[src/rtl/shift_unit_if.sv]
// rtl/shift_unit_if.sv - request/result handshake bundle for the multi-cycle barrel shifter
//
// Purpose: groups the request side (in_*), the result side (out_*) and the busy
//          flag of shift_unit so the unit and its client share one port.
// Signals:
//   in_valid  / in_ready   request handshake
//   in_data   [WIDTH-1:0]  operand
//   in_shamt  [SHW-1:0]    unsigned shift amount
//   in_op     [1:0]        00 SLL, 01 SRL, 10 SRA, 11 ROL
//   out_valid / out_ready  result handshake
//   out_data  [WIDTH-1:0]  result register
//   busy                   unit is shifting or holding a result
// Modports: slave = the shift unit, master = the client issuing requests.

interface shift_unit_if #(
    parameter int WIDTH = 32,
    parameter int SHW   = 5
);
    logic             in_valid;
    logic             in_ready;
    logic [WIDTH-1:0] in_data;
    logic [SHW-1:0]   in_shamt;
    logic [1:0]       in_op;
    logic             out_valid;
    logic             out_ready;
    logic [WIDTH-1:0] out_data;
    logic             busy;

    modport slave (
        input  in_valid, in_data, in_shamt, in_op, out_ready,
        output in_ready, out_valid, out_data, busy
    );

    modport master (
        output in_valid, in_data, in_shamt, in_op, out_ready,
        input  in_ready, out_valid, out_data, busy
    );
endinterface

[src/rtl/shift_unit.sv]
// rtl/shift_unit.sv - multi-cycle log-stage barrel shifter (SLL/SRL/SRA/ROL)
//
// Purpose: applies one power-of-two shift stage per clock, MSB stage first,
//          so the per-cycle path is a single stage mux.
// Ports:
//   clock   rising-edge clock
//   reset   asynchronous active-high reset
//   bus     shift_unit_if.slave: in_valid/in_ready/in_data/in_shamt/in_op,
//           out_valid/out_ready/out_data, busy
// Parameters: WIDTH power of two >= 2, SHW with 2**SHW == WIDTH.

module shift_unit #(
    parameter int WIDTH = 32,
    parameter int SHW   = 5
) (
    input  logic         clock,
    input  logic         reset,
    shift_unit_if.slave  bus
);
    localparam int CW = (SHW > 1) ? $clog2(SHW) : 1;

    localparam logic [1:0] OP_SLL = 2'b00;
    localparam logic [1:0] OP_SRL = 2'b01;
    localparam logic [1:0] OP_SRA = 2'b10;

    typedef enum logic [1:0] {
        IDLE  = 2'b00,
        SHIFT = 2'b01,
        DONE  = 2'b10
    } state_t;

    state_t           state_q, state_d;
    logic [WIDTH-1:0] work_q, work_d;
    logic [WIDTH-1:0] out_data_q, out_data_d;
    logic [SHW-1:0]   shamt_q, shamt_d;
    logic [1:0]       op_q, op_d;
    logic             sign_q, sign_d;
    logic [CW-1:0]    cnt_q, cnt_d;

    // Every stage result is precomputed with a constant shift; cnt_q only
    // selects among them, keeping the cycle path to one mux level.
    logic [WIDTH-1:0] stage_res [SHW];

    for (genvar k = 0; k < SHW; k++) begin : g_stage
        localparam int S = 2 ** k;
        // SRA fills from the sign captured at accept rather than the
        // working register's MSB, so the fill is independent of stage order.
        assign stage_res[k] =
            (op_q == OP_SLL) ? (work_q << S) :
            (op_q == OP_SRL) ? (work_q >> S) :
            (op_q == OP_SRA) ? {{S{sign_q}}, work_q[WIDTH-1:S]} :
                               {work_q[WIDTH-1-S:0], work_q[WIDTH-1:WIDTH-S]};
    end

    always_ff @(posedge clock or posedge reset) begin
        if (reset) begin
            state_q    <= IDLE;
            work_q     <= '0;
            out_data_q <= '0;
            shamt_q    <= '0;
            op_q       <= '0;
            sign_q     <= 1'b0;
            cnt_q      <= '0;
        end else begin
            state_q    <= state_d;
            work_q     <= work_d;
            out_data_q <= out_data_d;
            shamt_q    <= shamt_d;
            op_q       <= op_d;
            sign_q     <= sign_d;
            cnt_q      <= cnt_d;
        end
    end

    always_comb begin
        state_d    = state_q;
        work_d     = work_q;
        out_data_d = out_data_q;
        shamt_d    = shamt_q;
        op_d       = op_q;
        sign_d     = sign_q;
        cnt_d      = cnt_q;
        case (state_q)
            IDLE: begin
                if (bus.in_valid) begin
                    work_d  = bus.in_data;
                    shamt_d = bus.in_shamt;
                    op_d    = bus.in_op;
                    sign_d  = bus.in_data[WIDTH-1];
                    if (bus.in_shamt == '0) begin
                        state_d    = DONE;
                        out_data_d = bus.in_data;
                    end else begin
                        state_d = SHIFT;
                        cnt_d   = CW'(SHW - 1);
                    end
                end
            end
            SHIFT: begin
                // Zero stage bits still spend their cycle so latency is fixed.
                if (shamt_q[cnt_q]) begin
                    work_d = stage_res[cnt_q];
                end
                if (cnt_q == '0) begin
                    state_d    = DONE;
                    out_data_d = work_d;
                end else begin
                    cnt_d = cnt_q - CW'(1);
                end
            end
            DONE: begin
                // in_ready stays low on the drain edge; the next accept
                // can only happen once IDLE is registered.
                if (bus.out_ready) begin
                    state_d = IDLE;
                end
            end
            default: begin
                state_d = IDLE;
            end
        endcase
    end

    assign bus.in_ready  = (state_q == IDLE);
    assign bus.out_valid = (state_q == DONE);
    assign bus.busy      = (state_q != IDLE);
    assign bus.out_data  = out_data_q;

endmodule

[src/flat_wrapper.sv]
// flat-port wrapper written by rule: the top's interface ports become plain ports
module shift_unit_flat 
#(
    parameter int WIDTH = 32,
    parameter int SHW   = 5
)
  (clock, reset, bus_in_valid, bus_in_data, bus_in_shamt, bus_in_op, bus_out_ready, bus_in_ready, bus_out_valid, bus_out_data, bus_busy);
  shift_unit_if #(.WIDTH(WIDTH), .SHW(SHW)) bus_i ();
  input  logic clock;
  input  logic reset;
  input wire logic [$bits(bus_i.in_valid)-1:0] bus_in_valid;
  input wire logic [$bits(bus_i.in_data)-1:0] bus_in_data;
  input wire logic [$bits(bus_i.in_shamt)-1:0] bus_in_shamt;
  input wire logic [$bits(bus_i.in_op)-1:0] bus_in_op;
  input wire logic [$bits(bus_i.out_ready)-1:0] bus_out_ready;
  output wire logic [$bits(bus_i.in_ready)-1:0] bus_in_ready;
  output wire logic [$bits(bus_i.out_valid)-1:0] bus_out_valid;
  output wire logic [$bits(bus_i.out_data)-1:0] bus_out_data;
  output wire logic [$bits(bus_i.busy)-1:0] bus_busy;
  assign bus_i.in_valid = bus_in_valid;
  assign bus_i.in_data = bus_in_data;
  assign bus_i.in_shamt = bus_in_shamt;
  assign bus_i.in_op = bus_in_op;
  assign bus_i.out_ready = bus_out_ready;
  assign bus_in_ready = bus_i.in_ready;
  assign bus_out_valid = bus_i.out_valid;
  assign bus_out_data = bus_i.out_data;
  assign bus_busy = bus_i.busy;
  shift_unit #(.WIDTH(WIDTH), .SHW(SHW)) u_core (.clock(clock), .reset(reset), .bus(bus_i));
endmodule
[config.mk]
export PLATFORM = sky130hd
export DESIGN_NAME = shift_unit_flat
export DESIGN_NICKNAME = d
export VERILOG_FILES = /design/src/rtl/shift_unit_if.sv /design/src/rtl/shift_unit.sv /design/src/flat_wrapper.sv
export SDC_FILE = /design/constraint.sdc
export NUM_CORES = 1
export LEC_CHECK = 0
export CAP_MARGIN = 5
export CORE_AREA = 2 2 129 131
export CTS_BUF_LIST = sky130_fd_sc_hd__clkbuf_4 sky130_fd_sc_hd__clkbuf_8 sky130_fd_sc_hd__clkbuf_16
export DETAILED_ROUTE_END_ITERATION = 7
export DIE_AREA = 0 0 131 133
export GPL_TIMING_DRIVEN = 0
export PLACE_DENSITY_LB_ADDON = 0.05
export SYNTH_ARGS = -nofsm -noshare
export SYNTH_HDL_FRONTEND = slang
export SYNTH_SLANG_ARGS = --single-unit
[constraint.sdc]
create_clock -name clock -period 3 [get_ports clock]
set_clock_uncertainty 0.15 [all_clocks]
set_input_delay 0.45 -clock clock [delete_from_list [all_inputs] [get_ports clock]]
set_output_delay 0.45 -clock clock [all_outputs]
set_load 0.01 [all_outputs]
==> run summary <==
DRC violations left = 0
Cells after Synth = 722
Final net count = 854
First-pass GRT wire length = 45900 um
Core Region = 0.0162 mm^2
Yosys warns = 0
RSZ-0062 raised after global routing = false
Hold endpoint = u_core.bus.out_data[15]
DIE HEIGHT = 133 um
Setup bufs post-CTS = 0
Worst endpoint required time = 3.05 ns
Slew headroom = 26.5%
Vias per cell = 6.78
CTS H-tree depth = 3
Largest net degree at the start of global routing = 40
ANT nets after route = 0
# placed instances = 1020
Total length of routed wires = 31600 um
Hold-fix buffers at CTS = 0
Slew Limit Fails = 0
WS Path Type = flip-flop to flip-flop
Async SR Flop Fraction = 100%
PortBufs = 77
Top-area cell type share of the netlist area = 30.5%
Reg-to-Reg End = u_core.work_q[25]
# IOs = 78
Min Clock Period, post-route = 2.96 ns
Max-Cap Viols = 0
Clk sinks = 77
Number of synthesized flops with an enable pin = 0
Standard-cell rows = 47
WL per Instance = 30.6 um
R2r setup slk = 0.04 ns
CTS clk-pin slew, worst paths = 0.06 ns
Setup crit end kind = flip-flop
R2R cell count = 8
Synth Register Bits = 77
Non-Filler Instances = 1033
Fmax = 338 MHz
Worst hold path cell count = 2
Initial Util = 39.1%
Final hold vios = 0
Die span in x = 131 um
Num CTS Buffers = 9
Die Area = 0.0174 mm^2
Cell Area, Synth = 0.00633 mm^2
Status = finished clean
Skew-Pair Late Insertion Delay = 0.35 ns
# setup viols final = 0
Final GP Congestion = 1.06
CP peak stage delay = 0.68 ns
Slowest CP cell = a222oi_1
CTS tree = yes
Post-synth top cells = nand2_1 (87), dfrtp_1 (77), nor2_1 (57), clkbuf_1 (55), a21oi_1 (49)
Critical path cell sequence = nor2b_1 > clkbuf_1 > a222oi_1 > clkbuf_4 > buf_2 > a21oi_1 > o31ai_2 > a31oi_1
Count leader, synth = nand2_1
Via count = 7005
Yosys top cell by area = dfrtp_1
Synth cell types = 67
Register area share after synthesis = 30.5%
Vias in the first global route = 6743
Worst path arrival time = 3.01 ns
Setup crit start kind = flip-flop
Clock buffer depth = 2
Min-delay worst type = flip-flop to flip-flop
Share of layout cells above drive strength 1 = 15.6%
First-pass DRT Iterations = 7
HPWL after DPL = 23100 um
Grt total ovfl = 0
Ys flop type = dfrtp_1
Number of DRC markers in iteration 0 = 1059
Tcrit/Tclk final = 98.7%
Hold Path Origin = u_core.bus.out_data[15]
Worst r2r src = u_core.cnt_q[1]
Synth top area cells = dfrtp_1 (30%), mux4_2 (8.9%), nand2_1 (5.2%)
Syn_nets = 767
Layout area overhead = 23.4%
Clk root buf = clkbuf_16
All-layer global routing usage = 36.9%
Fillers = 1561
Measured slew at the worst slew-check pin = 1.10 ns
ANT cells = 0
Worst-path fanout max = 10
Avg Cell Area, Syn = 8.76 um^2
Initial antenna violation count = 0
==> logic make-up (layout without fill, tap and decap cells) <==
group                      after synthesis  count (layout)  share of synthesized area [%]
DFF                                     77              77                           30.5
and+or+nand+nor                        210             210                           15.1
xor gates and xnor gates                 2               2                          0.514
AOI/OAI and AO/OA                      247             247                           28.1
adders and majority gates                2               2                          0.396
buffers and inverters                  104             195                           7.32
muxes                                   80              80                           18.1
==> routing by layer <==
metal	GRT usage [%]	up-vias	part of all wire (%)
met1	50.7	3452	41
met3	6.75	99	9.6
li1	-	2939	-
met4	17.3	0	4.7
met5	0	-	0
met2	55.9	515	45
==> per-stage QoR <==
stage / setup TNS (ns) / area (um^2) / util [%] / setup slack [ns] / hold WS [ns]
finish: 0 / 7810 / 48.3 / 0.0392 / 0.325
floorplan: 0 / 6330 / - / 0.153 / 0.345
CTS: -0.00255 / 7760 / 48.0 / -0.00255 / 0.332
global placement: -98.00 / 7370 / 45.6 / -1.15 / 0.313
detailed placement: -32.23 / 7390 / 45.7 / -1.16 / 0.317
global route: 0 / 7810 / 48.3 / 0.0129 / 0.342
==> sequential cells by signal, indices dropped and copies added (netlist names) <==
register and cells:
u_core.shamt_q 5, u_core.work_q 32, u_core.op_q 2, u_core.state_q 2, u_core.sign_q 1, u_core.cnt_q 3, u_core.bus.out_data 32
==> cell type report <==
type                    count  area (um^2)  share of cell area, %
inverters                  17         66.3                  0.849
plain buffers              85          427                   5.46
clock inverters             4         72.6                  0.929
well taps                 220          275                   3.53
clock buffers              11          246                   3.16
repair buffers             78          791                   10.1
flip-flops and latches     77         1930                   24.7
multi-input cells         541         4000                   51.3
==> critical path, delay by kind of cell (launching register included) <==
kind,cells,cell delay (ns)
compound gates,4,1.12
buf+inv,3,0.99
flops,1,0.40
simple gates,1,0.13
==> worst max-delay path by stage <==
stage                          from                endpoint  slack, ns  cells after the start
floorplan           u_core.cnt_q[0]  u_core.bus.out_data[0]       0.15                     12
global placement    u_core.cnt_q[0]  u_core.bus.out_data[0]      -1.15                     12
detailed placement  u_core.cnt_q[0]  u_core.bus.out_data[8]      -1.16                     11
CTS                 u_core.cnt_q[0]        u_core.work_q[3]     -0.003                      6
global route        u_core.cnt_q[1]       u_core.work_q[25]       0.01                      8
finish              u_core.cnt_q[1]       u_core.work_q[25]       0.04                      8
==> layout by cell type (no fill, tap or decap), types with 4 or more instances in the layout <==
master,count
buf_4,4
a311oi_1,8
o221ai_1,6
clkbuf_2,7
mux2i_1,29
and3_1,8
and2_1,7
clkbuf_16,9
o32ai_1,5
mux2_2,24
nand3_1,10
a211oi_1,24
a21oi_1,48
a31oi_1,19
o21a_1,7
nand2_1,86
o221a_2,4
o211ai_1,4
a222oi_1,9
o21ai_0,20
inv_1,14
o31ai_1,23
o221a_1,4
mux4_2,25
clkbuf_4,5
clkdlybuf4s50_1,77
buf_2,15
buf_1,5
nor2_1,55
o22ai_1,16
or2_2,5
a22oi_1,4
a221oi_1,10
nor3_1,6
dfrtp_1,77
a21boi_0,7
nand2b_1,8
clkbuf_1,45
==> timing repair <==
action / 4_1_cts / 5_1_grt
endpoints found under the setup margin: 52 / 42
gates resized for setup: 19 / 22
gates cloned: 0 / 0
pin swaps: 0 / 1
Power is left out: the tool's default activity adds up to more than one toggle a clock period on the data nets, which glitch-free logic cannot reach.
